File: src/rtl/alu_result_stage.sv
// ALU result stage: a small FIFO that decouples the ALU from its consumer.
// Each entry carries {opcode, flags, result}. The stage also keeps sticky
// status: the OR of the flags of every accepted entry since the last clear,
// and a saturating count of accepted divide-by-zero results.
`timescale 1ns/1ps

module alu_result_stage #(
   parameter int WIDTH = 32,
   parameter int DEPTH = 4   // power of two, at least 2
) (
   input  logic                       clk,
   input  logic                       rst_n,
   // upstream ALU side
   input  logic                       in_valid,
   output logic                       in_ready,
   input  logic [3:0]                 in_opcode,
   input  logic [WIDTH-1:0]           in_result,
   input  logic                       in_zero,
   input  logic                       in_carry,
   input  logic                       in_overflow,
   input  logic                       in_negative,
   input  logic                       in_div_by_zero,
   // consumer side
   output logic                       out_valid,
   input  logic                       out_ready,
   output logic [WIDTH-1:0]           out_result,
   output logic [3:0]                 out_opcode,
   output logic [4:0]                 out_flags,
   // sticky status
   input  logic                       sticky_clr,
   output logic [4:0]                 sticky_flags,
   output logic [7:0]                 dbz_count,
   output logic [$clog2(DEPTH):0]     out_count
);

   localparam int AW = $clog2(DEPTH);
   localparam int CW = AW + 1;
   // entry layout: [EW-1 -: 4] opcode, [WIDTH+4 : WIDTH] flags, [WIDTH-1:0] result
   localparam int EW = 4 + 5 + WIDTH;
   localparam logic [CW-1:0] FULL_COUNT = CW'(DEPTH);
   localparam logic [7:0]    DBZ_MAX    = 8'hFF;

   // pointer / occupancy state
   logic [AW-1:0] wr_ptr_q, wr_ptr_d;
   logic [AW-1:0] rd_ptr_q, rd_ptr_d;
   logic [CW-1:0] count_q, count_d;

   // sticky status state
   logic [4:0]    sticky_q, sticky_d;
   logic [7:0]    dbz_q, dbz_d;

   // handshakes and entry formatting
   logic          push;
   logic          pop;
   logic          not_empty;
   logic [4:0]    in_flags;
   logic [EW-1:0] wr_entry;
   logic [EW-1:0] head_entry;
   logic [EW-1:0] entry_arr [DEPTH];

   // flags packed with zero in bit 0, div_by_zero in bit 4
   assign in_flags = {in_div_by_zero, in_negative, in_overflow, in_carry, in_zero};
   assign wr_entry = {in_opcode, in_flags, in_result};

   // ready depends only on occupancy, never on out_ready, so a full FIFO
   // refuses a push even when a pop happens in the same cycle
   assign in_ready  = (count_q != FULL_COUNT);
   assign not_empty = (count_q != '0);
   assign out_valid = not_empty;

   assign push = in_valid & in_ready;
   assign pop  = not_empty & out_ready;

   // Storage: one register per entry, no reset needed. The write strobe
   // decodes the write pointer so each entry has exactly one driver.
   genvar gi;
   generate
      for (gi = 0; gi < DEPTH; gi++) begin : g_entry
         logic [EW-1:0] entry_q;

         // capture the incoming entry when this slot is the write target
         always_ff @(posedge clk) begin
            if (push && (wr_ptr_q == AW'(gi))) begin
               entry_q <= wr_entry;
            end
         end

         assign entry_arr[gi] = entry_q;
      end
   endgenerate

   // Head entry comes straight from storage at the read pointer, so there is
   // no path from in_* to out_*. Gating with not_empty keeps the outputs at
   // zero after reset while storage still holds stale or unknown contents.
   assign head_entry = not_empty ? entry_arr[rd_ptr_q] : '0;
   assign out_result = head_entry[WIDTH-1:0];
   assign out_flags  = head_entry[WIDTH+4:WIDTH];
   assign out_opcode = head_entry[EW-1:EW-4];

   assign out_count    = count_q;
   assign sticky_flags = sticky_q;
   assign dbz_count    = dbz_q;

   // next-state for pointers and occupancy; pointers wrap naturally at DEPTH
   always_comb begin
      wr_ptr_d = wr_ptr_q;
      rd_ptr_d = rd_ptr_q;
      count_d  = count_q;
      if (push) begin
         wr_ptr_d = wr_ptr_q + AW'(1);
      end
      if (pop) begin
         rd_ptr_d = rd_ptr_q + AW'(1);
      end
      case ({push, pop})
         2'b10:   count_d = count_q + CW'(1);
         2'b01:   count_d = count_q - CW'(1);
         default: count_d = count_q;
      endcase
   end

   // next-state for sticky status; a clear in the same cycle as a push
   // keeps only the pushed contribution
   always_comb begin
      sticky_d = sticky_q;
      dbz_d    = dbz_q;
      if (sticky_clr) begin
         sticky_d = push ? in_flags : 5'b0;
         dbz_d    = (push && in_div_by_zero) ? 8'd1 : 8'd0;
      end else if (push) begin
         sticky_d = sticky_q | in_flags;
         if (in_div_by_zero && (dbz_q != DBZ_MAX)) begin
            dbz_d = dbz_q + 8'd1;
         end
      end
   end

   // control registers with asynchronous active-low reset
   always_ff @(posedge clk or negedge rst_n) begin
      if (!rst_n) begin
         wr_ptr_q <= '0;
         rd_ptr_q <= '0;
         count_q  <= '0;
         sticky_q <= '0;
         dbz_q    <= '0;
      end else begin
         wr_ptr_q <= wr_ptr_d;
         rd_ptr_q <= rd_ptr_d;
         count_q  <= count_d;
         sticky_q <= sticky_d;
         dbz_q    <= dbz_d;
      end
   end

endmodule
File: config.mk
export PLATFORM = sky130hd
export DESIGN_NAME = alu_result_stage
export DESIGN_NICKNAME = d
export VERILOG_FILES = /design/src/rtl/alu_result_stage.sv
export SDC_FILE = /design/constraint.sdc
export NUM_CORES = 1
export LEC_CHECK = 0
export CORE_MARGIN = 2
export CORE_UTILIZATION = 51
export CTS_BUF_LIST = sky130_fd_sc_hd__clkbuf_8
export CTS_CLUSTER_SIZE = 12
export DETAILED_ROUTE_END_ITERATION = 12
export GPL_TIMING_DRIVEN = 1
export PLACE_DENSITY = 0.79
export SYNTH_ARGS = -nofsm -noshare
export SYNTH_HDL_FRONTEND = slang
export SYNTH_SLANG_ARGS = --single-unit
File: constraint.sdc
create_clock -name clk -period 2.7 [get_ports clk]
set_clock_uncertainty 0.2 [all_clocks]
set_input_delay 0.27 -clock clk [delete_from_list [all_inputs] [get_ports clk]]
set_output_delay 0.27 -clock clk [all_outputs]
set_load 0.005 [all_outputs]
After elaboration in Yosys (flattened, before gate mapping)
Cells that the tools add are included.
{ "totals": {"reg_bits": 184, "latchBits": 0, "mem_bits_rw": 0, "romBits": 0, "inputBits": 46, "out_inout_bits": 59, "elab_cells": 50, "n_memories": 0} }
{ "op_classes": {"addsub": 5, "n_mul": 0, "n_div": 0, "order_cmp": 1, "n_eq_ne": 7, "n_shift": 0, "muxes": 12, "n_bitwise": 4, "n_reduce_logical": 12} }
{ "op_table": {"columns": ["cell", "n"], "rows": [
  ["41-bit two-way mux", 3],
  ["41-bit binary-select mux with 2-bit select", 1],
  ["8-bit two-way mux", 3],
  ["5-bit two-way mux", 3],
  ["8-bit by 1-bit adder with 8-bit output (second input constant)", 1],
  ["8-bit inequality test (second input constant)", 1],
  ["2-bit == test (second input constant)", 3],
  ["1-bit logical AND", 6],
  ["3-bit one-hot mux with 2 select lines", 1],
  ["2-bit nonzero test", 3],
  ["5-bit bitwise OR", 1],
  ["2-bit by 1-bit adder with 2-bit output (second input constant)", 2],
  ["2-bit by 1-bit == test with 1-bit output (second input constant)", 2],
  ["3-bit by 1-bit adder with 3-bit output (second input constant)", 1],
  ["3-bit >= comparator (second input constant)", 1],
  ["3-bit inequality test (second input constant)", 1],
  ["2-bit NOT with 3-bit output", 1],
  ["3-bit nonzero test", 1],
  ["3-bit by 1-bit subtractor with 3-bit output (second input constant)", 1],
  ["1-bit AND", 2],
  ["2-bit zero test", 1],
  ["2-bit AND reduction", 1],
  ["1-bit two-way mux", 1]
]} }

Logic depth before layout (Yosys ltp)
Gate-level depths: netlist of run 1.
{ "logic_depth": {"depth_word": 5, "mapped_depth": 11} }

Worst setup path before layout of run 1
No wires, ideal clock.
{ "synth_path": {"path_type": "register to register", "start": "reg count_q[0] (netlist: out_count[0])", "end": "reg count_q[2] (netlist: out_count[2])", "setup_ns": 0.079, "t_arrival_ns": 2.240, "required_time_ns": 2.421, "setup_slack_ns": 0.181, "stages_incl_launch_ff": 12, "n_path_buf": 2, "period_less_slack_ns": 2.519, "path_cell_list": "dfrtp_1 or3b_1 buf_2 and2_1 clkbuf_1 inv_1 ha_1 inv_1 fa_1 xor2_1 nor2_1 xor2_1"} }
{ "synth_between": {"elab_chain_cells": 4} }
{ "synth_rtl": {"columns": ["element", "line_no", "text"], "rows": [
  ["start, declared", "46", "logic [CW-1:0] count_q, count_d;"],
  ["start signal, assigned", "149", "count_q <= count_d;"],
  ["3-bit inequality test *", "67", "assign in_ready = (count_q != FULL_COUNT);"],
  ["named net in_ready", "15", "output logic in_ready,"],
  ["1-bit AND *", "71", "assign push = in_valid & in_ready;"],
  ["2-bit by 1-bit == test with 1-bit output / 2-bit == test (equally long branches)", "115", "case ({push, pop})"],
  ["3-bit one-hot mux with 2 select lines / 2-bit nonzero test (equally long branches)", null, null]
]} }
The timed path passes the listed nets; every way through them passes the cells marked *.
A chain may end at the register's enable or synchronous reset.

Worst setup path after layout of run 1
{ "layout_path": {"start": "reg rd_ptr_q[0]", "end": "out out_result[27]"} }
{ "layout_between": {"elab_chain_cells": 5} }
{ "layout_rtl": {"columns": ["element", "line_no", "text"], "rows": [
  ["start, declared", "45", "logic [AW-1:0] rd_ptr_q, rd_ptr_d;"],
  ["start signal, assigned", "148", "rd_ptr_q <= rd_ptr_d;"],
  ["2-bit NOT with 3-bit output (not written as such)", "95", "assign head_entry = not_empty ? entry_arr[rd_ptr_q] : '0;"],
  ["41-bit binary-select mux with 2-bit select", "95", null],
  ["41-bit two-way mux (not written as such) (2 in a row)", "95", null],
  ["41-bit two-way mux", "95", null],
  ["end, declared", "26", "output logic [WIDTH-1:0] out_result,"]
]} }
No other way between the ends. The select of a mux whose other input is x is not followed.

==> impl_results.rst, run 1 <==
.. list-table::
   :header-rows: 1

   * - Metric
     - Value
   * - Clock transition at the registers of the reported paths
     - 0.09 ns
   * - Initial DRC Count
     - 264
   * - Flop pwr share
     - 0.444
   * - Critical Path Fanout Max
     - 24
   * - Worst reg-to-reg path cell count
     - 9
   * - Total via count after detailed routing
     - 3709
   * - Total Die Area
     - 0.0151 mm^2
   * - Placer's final routability congestion estimate
     - 0.747
   * - Number of antenna violations at the first check in global routing
     - 0
   * - Place WS
     - 0.194 ns
   * - Clk network pwr share
     - 0.185
   * - Fin crit period
     - 2.58 ns
   * - Vias per cell
     - 5.54
   * - Crit path DAT
     - 2.11 ns
   * - Pin count of the biggest net entering global routing
     - 43
   * - Maximum capacitance violations
     - 0
   * - Post-synth design cell area
     - 0.00722 mm^2
   * - Number of instances in the synthesized netlist
     - 360
   * - Wire length per cell after detailed routing
     - 19.8 um
   * - Warnings from Yosys
     - 0
   * - Layout cell share with drive strength beyond 1
     - 0.186
   * - FF-to-FF setup slack
     - 0.16 ns
   * - CTS H-tree depth
     - 4
   * - EDFF count, synth
     - 164
   * - Yosys cell types
     - 36
   * - Core box area
     - 0.0139 mm^2
   * - Floorplan die height
     - 123 um
   * - Upper clock frequency limit
     - 0.388 GHz
   * - Placed wire-length estimate
     - 8.17 mm
   * - Internal cell power
     - 6.26 mW
   * - Max VDD drop
     - 0.566 mV
   * - Number of placement rows
     - 43
   * - Synthesized netlist net count
     - 413
   * - Setup Crit Path Kind
     - flop to output port
   * - Min-delay worst type
     - input pin to asynchronous set/reset pin
   * - Reg-to-reg critical path startpoint
     - out_count[0]$_DFFE_PN0P_
   * - Detailed-router iteration count before antenna repair
     - 4
   * - Io pins
     - 105
   * - Setup TNS
     - 0 ns
   * - X dimension of the die
     - 123 um
   * - Fin worst setup slack
     - 0.123 ns
   * - Critical register-to-register path endpoint
     - out_count[2]$_DFFE_PN0P_
   * - Yosys top cell area share
     - 0.682
   * - Number of nets in the finished design
     - 531
   * - First element of the critical path
     - rd_ptr_q[0]$_DFFE_PN0P_
   * - Worst Tran Pin Value
     - 0.736 ns
   * - Insertion delay to the later sink of the worst-skew pair
     - 0.45 ns
   * - Leading post-synthesis cells by cell area
     - edfxtp_1 (68%), mux4_2 (13%), dfrtp_1 (6.9%), and2_1 (3.9%), ha_1 (1.0%)
   * - Remaining antenna violation count after routing
     - 0
   * - CTS tree
     - built
   * - Hold violation total from the final report
     - 0
   * - Kind of start point of the critical path
     - flop
   * - Number of synthesized register bits
     - 184
   * - Final count of pins violating max slew
     - 0
   * - Final setup violation count
     - 0
   * - GRT Resource Usage Total
     - 0.187
   * - Net switching share of the total power
     - 0.285
   * - TritonCTS Buffers
     - 17
   * - Power spent charging and discharging nets
     - 2.49 mW
   * - Clock tree root buffer cell
     - clkbuf_8
   * - Setup repair after global routing missed its margin
     - no
   * - Clock sinks
     - 184
   * - Max clock buf depth
     - 2
   * - Cell leakage power
     - 3.11 nW
   * - Required time reported for the critical path endpoint
     - 2.23 ns
   * - End of the critical path
     - out_result[27]
   * - Most used DFF post-synth
     - edfxtp_1
   * - Total grt overflow
     - 0
   * - Number of global-route vias before repair
     - 3860
   * - Fraction of synthesis flops using an asynchronous set or reset pin
     - 0.109
   * - Antenna cell count
     - 0
   * - DRC violation count after routing
     - 0
   * - First-pass GRT wire length
     - 20.4 mm
   * - Library cell occupying the most area in the post-synthesis netlist
     - edfxtp_1
   * - Final wirelength
     - 13.3 mm
   * - Post-route fraction of the period consumed by the critical path
     - 0.954
   * - Port Buffers
     - 104
   * - Avg Cell Area, Syn
     - 20.1 um^2
   * - CTS Hold Buffers Added
     - 0
   * - Sort of element at the end of the critical path
     - output port
   * - Power density normalized to cell area
     - 979 mW/mm^2
   * - Outcome
     - finished, final reports clean
   * - Post-synthesis to final-layout area growth
     - 23.7%
   * - Combinational group share of total power
     - 0.371
   * - Effective utilization at floorplan
     - 0.520
   * - Slew HR
     - 0.508
   * - Sequential share of the synthesized area
     - 0.751
layout by cell type, fill, tap and decap left out, drive strengths merged, types with 3 or more instances in the layout:
| cell | Yosys | final |
|---|---|---|
| dlygate4sd2 | 0 | 39 |
| edfxtp | 164 | 164 |
| o21ai | 3 | 3 |
| and3 | 4 | 4 |
| ha | 6 | 6 |
| o41ai | 3 | 3 |
| clkdlybuf4s50 | 0 | 63 |
| mux4 | 41 | 41 |
| xnor2 | 3 | 3 |
| and2 | 45 | 45 |
| clkbuf | 11 | 17 |
| a22o | 4 | 4 |
| dfrtp | 20 | 20 |
| a21oi | 4 | 4 |
| or4 | 3 | 3 |
| buf | 9 | 15 |
| clkinv | 1 | 7 |
| xor2 | 3 | 3 |
| nand2 | 6 | 6 |
| inv | 7 | 12 |
| nand3 | 4 | 4 |
how the worst min path moves through the flow:
stage / end / slack (ns) / depth (start not counted)
after global routing: dbz_count[2]$_DFFE_PN0P_ / 0.06 / 1
final: dbz_count[5]$_DFFE_PN0P_ / 0.04 / 1
after floorplan: dbz_count[0]$_DFFE_PN0P_ / -0.23 / 0
after CTS: dbz_count[2]$_DFFE_PN0P_ / 0.03 / 1
after detailed placement: sticky_flags[4]$_DFFE_PN0P_ / 0.28 / 1
after global placement: sticky_flags[4]$_DFFE_PN0P_ / 0.27 / 1
power groups by stage:
stage	Clock (mW)	Combinational (mW)	Sequential [mW]
2_1_floorplan	0	1.82	3.90
3_3_place_gp	0	3.54	3.90
3_5_place_dp	0	3.55	3.95
4_1_cts	1.66	3.33	3.89
5_1_grt	1.76	3.54	3.93
6_report	1.62	3.25	3.88
state kept, by name, indices dropped and copies added (netlist names):
signal and flops:
dbz_count 8, out_count 3, rd_ptr_q 2, sticky_flags 5
wr_ptr_q 2, g_entry.entry_q 164
metal layers:
layer / vias up / wire, um / track usage
met1: 1940 / 5430 / 0.228
met3: 14 / 564 / 0.0447
met4: 0 / 174 / 0.0810
li1: 1663 / - / -
met5: - / 0 / 0
met2: 92 / 7090 / 0.319
critical path, cell delays in order (launching register included):
cell and delay [ns]:
dfrtp_4 0.45, buf_12 0.23, mux4_2 0.53, and2_1 0.18
dlygate4sd2_1 0.26
logic make-up after synthesis:
| logic type | synth area share |
|---|---|
| compound gates | 0.0203 |
| fa+ha+maj | 0.0132 |
| flops | 0.751 |
| xor+xnor | 0.00728 |
| simple gates | 0.0608 |
| buf+inv | 0.0168 |
| mux | 0.131 |
stage by stage:
stage | utilization | hold slack (ns) | area, um^2 | power (mW) | cells
after CTS | 0.643 | 0.0341 | 8930 | 8.88 | 669
after floorplan | - | -0.226 | 7220 | 5.72 | 360
after global routing | 0.644 | 0.0595 | 8930 | 9.23 | 669
after detailed placement | 0.619 | 0.283 | 8590 | 7.51 | 636
after global placement | 0.619 | 0.268 | 8590 | 7.44 | 636
final | 0.644 | 0.0439 | 8930 | 8.75 | 669
layout make-up:
class                   instances  area, um^2
repair buffers                119        1220
multi-input cells             148        1680
clock buffers                  17         234
well taps                     180         225
clock inverters                13         108
flip-flops and latches        184        5430
inverters                       8        30.0
fillers                       982        4950
Yosys cell counts, types with 3 or more instances:
| cell | number |
|---|---|
| nand3_1 | 4 |
| a22o_1 | 4 |
| xor2_1 | 3 |
| mux4_2 | 41 |
| dfrtp_1 | 20 |
| o21ai_0 | 3 |
| ha_1 | 6 |
| nand2_1 | 6 |
| or4_1 | 3 |
| and2_1 | 45 |
| and3_1 | 4 |
| o41ai_1 | 3 |
| a21oi_1 | 4 |
| buf_2 | 7 |
| edfxtp_1 | 164 |
| xnor2_1 | 3 |
| clkbuf_1 | 11 |
| inv_1 | 7 |
repair_timing:
action	4_1_cts	5_1_grt
gates resized for setup	42	2
setup endpoints to repair	41	2
cloned	1	0
pin swaps	0	0
buffers inserted	2	0
Power figures use the tool's default switching activity.
==> inputs of run 2 (changes only) <==
REMOVE_ABC_BUFFERS = 1   (was not set)
==> impl_results.rst, run 2 (same netlist as run 1, synthesis figures left out) <==
.. list-table::
   :header-rows: 1

   * - Metric
     - Value
   * - Outcome
     - finished, final reports clean
   * - Sort of element at the end of the critical path
     - output port
   * - FF-to-FF setup slack
     - 0.16 ns
   * - Number of placement rows
     - 43
   * - Flop pwr share
     - 0.418
   * - Slew HR
     - 0.392
   * - Dpl cells
     - 636
   * - Overall power consumption
     - 9.35 mW
   * - Layout cell share with drive strength beyond 1
     - 0.246
   * - Most frequent cells in the layout
     - edfxtp_1 (164), clkdlybuf4s50_1 (64), mux4_2 (41)
   * - Antenna cell count
     - 0
   * - Fin crit period
     - 2.65 ns
   * - Port Buffers
     - 104
   * - Hold violation total from the final report
     - 0
   * - Kind of start point of the critical path
     - flop
   * - Register containing the most flip-flops in the final layout
     - g_entry.entry_q
   * - Floorplan die height
     - 123 um
   * - X dimension of the die
     - 123 um
   * - Wire length per cell after detailed routing
     - 20.7 um
   * - Vias per cell
     - 5.64
   * - Power density normalized to cell area
     - 1020 mW/mm^2
   * - Clk network pwr share
     - 0.184
   * - Max VDD drop
     - 0.395 mV
   * - Net switching share of the total power
     - 0.283
   * - Io pins
     - 105
   * - Insertion delay to the later sink of the worst-skew pair
     - 0.45 ns
   * - Required time reported for the critical path endpoint
     - 2.23 ns
   * - Max clock buf depth
     - 2
   * - Final wirelength
     - 14.2 mm
   * - CTS H-tree depth
     - 4
   * - Worst Tran Pin Value
     - 0.909 ns
   * - Highest-delay cell along the critical path
     - dfrtp_4
   * - Placed wire-length estimate
     - 8.52 mm
   * - Core box area
     - 0.0139 mm^2
   * - Pin count of the biggest net entering global routing
     - 43
   * - Post-synthesis to final-layout area growth
     - 26.8%
   * - Remaining antenna violation count after routing
     - 0
   * - Clock sinks
     - 184
   * - Number of nets in the finished design
     - 545
   * - Internal cell power
     - 6.71 mW
   * - DRC violation count after routing
     - 0
   * - Total via count after detailed routing
     - 3858
   * - Power spent charging and discharging nets
     - 2.64 mW
   * - CTS Hold Buffers Added
     - 0
   * - TritonCTS Buffers
     - 17
   * - Clock tree root buffer cell
     - clkbuf_8
   * - Combinational group share of total power
     - 0.398
   * - First-pass GRT wire length
     - 21.5 mm
   * - Final setup violation count
     - 0
   * - Number of global-route vias before repair
     - 3915
   * - Final Instance Count excl. Fillers
     - 684
   * - Total grt overflow
     - 0
   * - Number of filler instances in the final layout
     - 955
   * - Final count of pins violating max slew
     - 0
   * - Crit path DAT
     - 2.18 ns
   * - Effective utilization at floorplan
     - 0.520
   * - Detailed-router iteration count before antenna repair
     - 4
   * - Chain of cells forming the critical path
     - buf_16 > mux4_2 > and2_1 > clkdlybuf4s50_1
   * - Post-route fraction of the period consumed by the critical path
     - 0.980
   * - Largest register FFs
     - 164
   * - Number of antenna violations at the first check in global routing
     - 0
   * - Critical Path Fanout Max
     - 4
   * - Upper clock frequency limit
     - 0.378 GHz
   * - Placer's final routability congestion estimate
     - 0.775
   * - Largest stage delay on the critical path
     - 0.54 ns
   * - GRT Resource Usage Total
     - 0.199
   * - Place WS
     - 0.160 ns
   * - Total Die Area
     - 0.0151 mm^2
   * - Clock transition at the registers of the reported paths
     - 0.08 ns
   * - Most frequent standard cell in the layout excluding fill and tap cells
     - edfxtp_1
   * - Setup repair after global routing missed its margin
     - no
   * - Fin worst setup slack
     - 0.0546 ns
   * - CTS tree
     - built
   * - Cell leakage power
     - 3.20 nW
   * - Maximum capacitance violations
     - 0
   * - Min-delay worst type
     - input pin to asynchronous set/reset pin
   * - Setup Crit Path Kind
     - flop to output port
   * - Initial DRC Count
     - 298
[run 2: final cells by class]
cell class              count  area, um^2  area share
well taps                 180         225      0.0246
multi-input cells         148        1700       0.185
flip-flops and latches    184        5430       0.593
clock inverters            14         135      0.0147
repair buffers            133        1410       0.154
inverters                   8        30.0     0.00328
clock buffers              17         234      0.0255
[run 2: final timing paths]
| path | endpoint | cells after the start | start |
|---|---|---|---|
| setup / recovery | out_opcode[2] | 4 | rd_ptr_q[0]$_DFFE_PN0P_ |
| hold / removal | dbz_count[1]$_DFFE_PN0P_ | 1 | rst_n |
| setup reg to reg | out_count[2]$_DFFE_PN0P_ | 9 | out_count[0]$_DFFE_PN0P_ |
| hold reg to reg | sticky_flags[4]$_DFFE_PN0P_ | 1 | sticky_flags[4]$_DFFE_PN0P_ |
| max in group asynchronous | rd_ptr_q[0]$_DFFE_PN0P_ | 1 | rst_n |
| min in group clk | g_entry[0].entry_q[26]$_DFFE_PP_ | 1 | in_result[26] |
[run 2: worst max-delay path, delay by kind of cell (launching register included)]
| kind | cells | cell delay, ns |
|---|---|---|
| flops | 1 | 0.54 |
| mux | 1 | 0.42 |
| simple gates | 1 | 0.18 |
| buf+inv | 2 | 0.59 |
[run 2: metrics by stage]
| step | setup TNS (ns) | util | hold WS (ns) | instance area (um^2) |
|---|---|---|---|---|
| 2_1_floorplan | -13.46 | - | -0.226 | 7130 |
| 3_3_place_gp | 0 | 0.618 | 0.275 | 8570 |
| 3_5_place_dp | 0 | 0.618 | 0.272 | 8570 |
| 4_1_cts | -0.174 | 0.658 | 0.136 | 9130 |
| 5_1_grt | 0 | 0.660 | 0.183 | 9160 |
| 6_report | 0 | 0.660 | 0.118 | 9160 |
[run 2: power by group through the flow]
stage / logic (mW) / registers [mW] / clock network, mW
6_report: 3.72 / 3.91 / 1.72
5_1_grt: 4.03 / 3.95 / 1.86
3_3_place_gp: 3.51 / 3.91 / 0
4_1_cts: 3.70 / 3.91 / 1.75
3_5_place_dp: 3.56 / 3.96 / 0
2_1_floorplan: 1.56 / 4.12 / 0
[run 2: timing repair]
action / CTS / global route
gates cloned: 4 / 0
resized for setup: 63 / 28
buffers inserted: 8 / 5
setup endpoints to repair: 41 / 16
[run 2: per-layer routing]
layer | GRT usage | up-vias | wire length [um]
li1 | - | 1698 | -
met1 | 0.260 | 2027 | 6000
met2 | 0.325 | 113 | 7180
met3 | 0.0470 | 20 | 705
met4 | 0.0781 | 0 | 265
met5 | 0 | - | 0
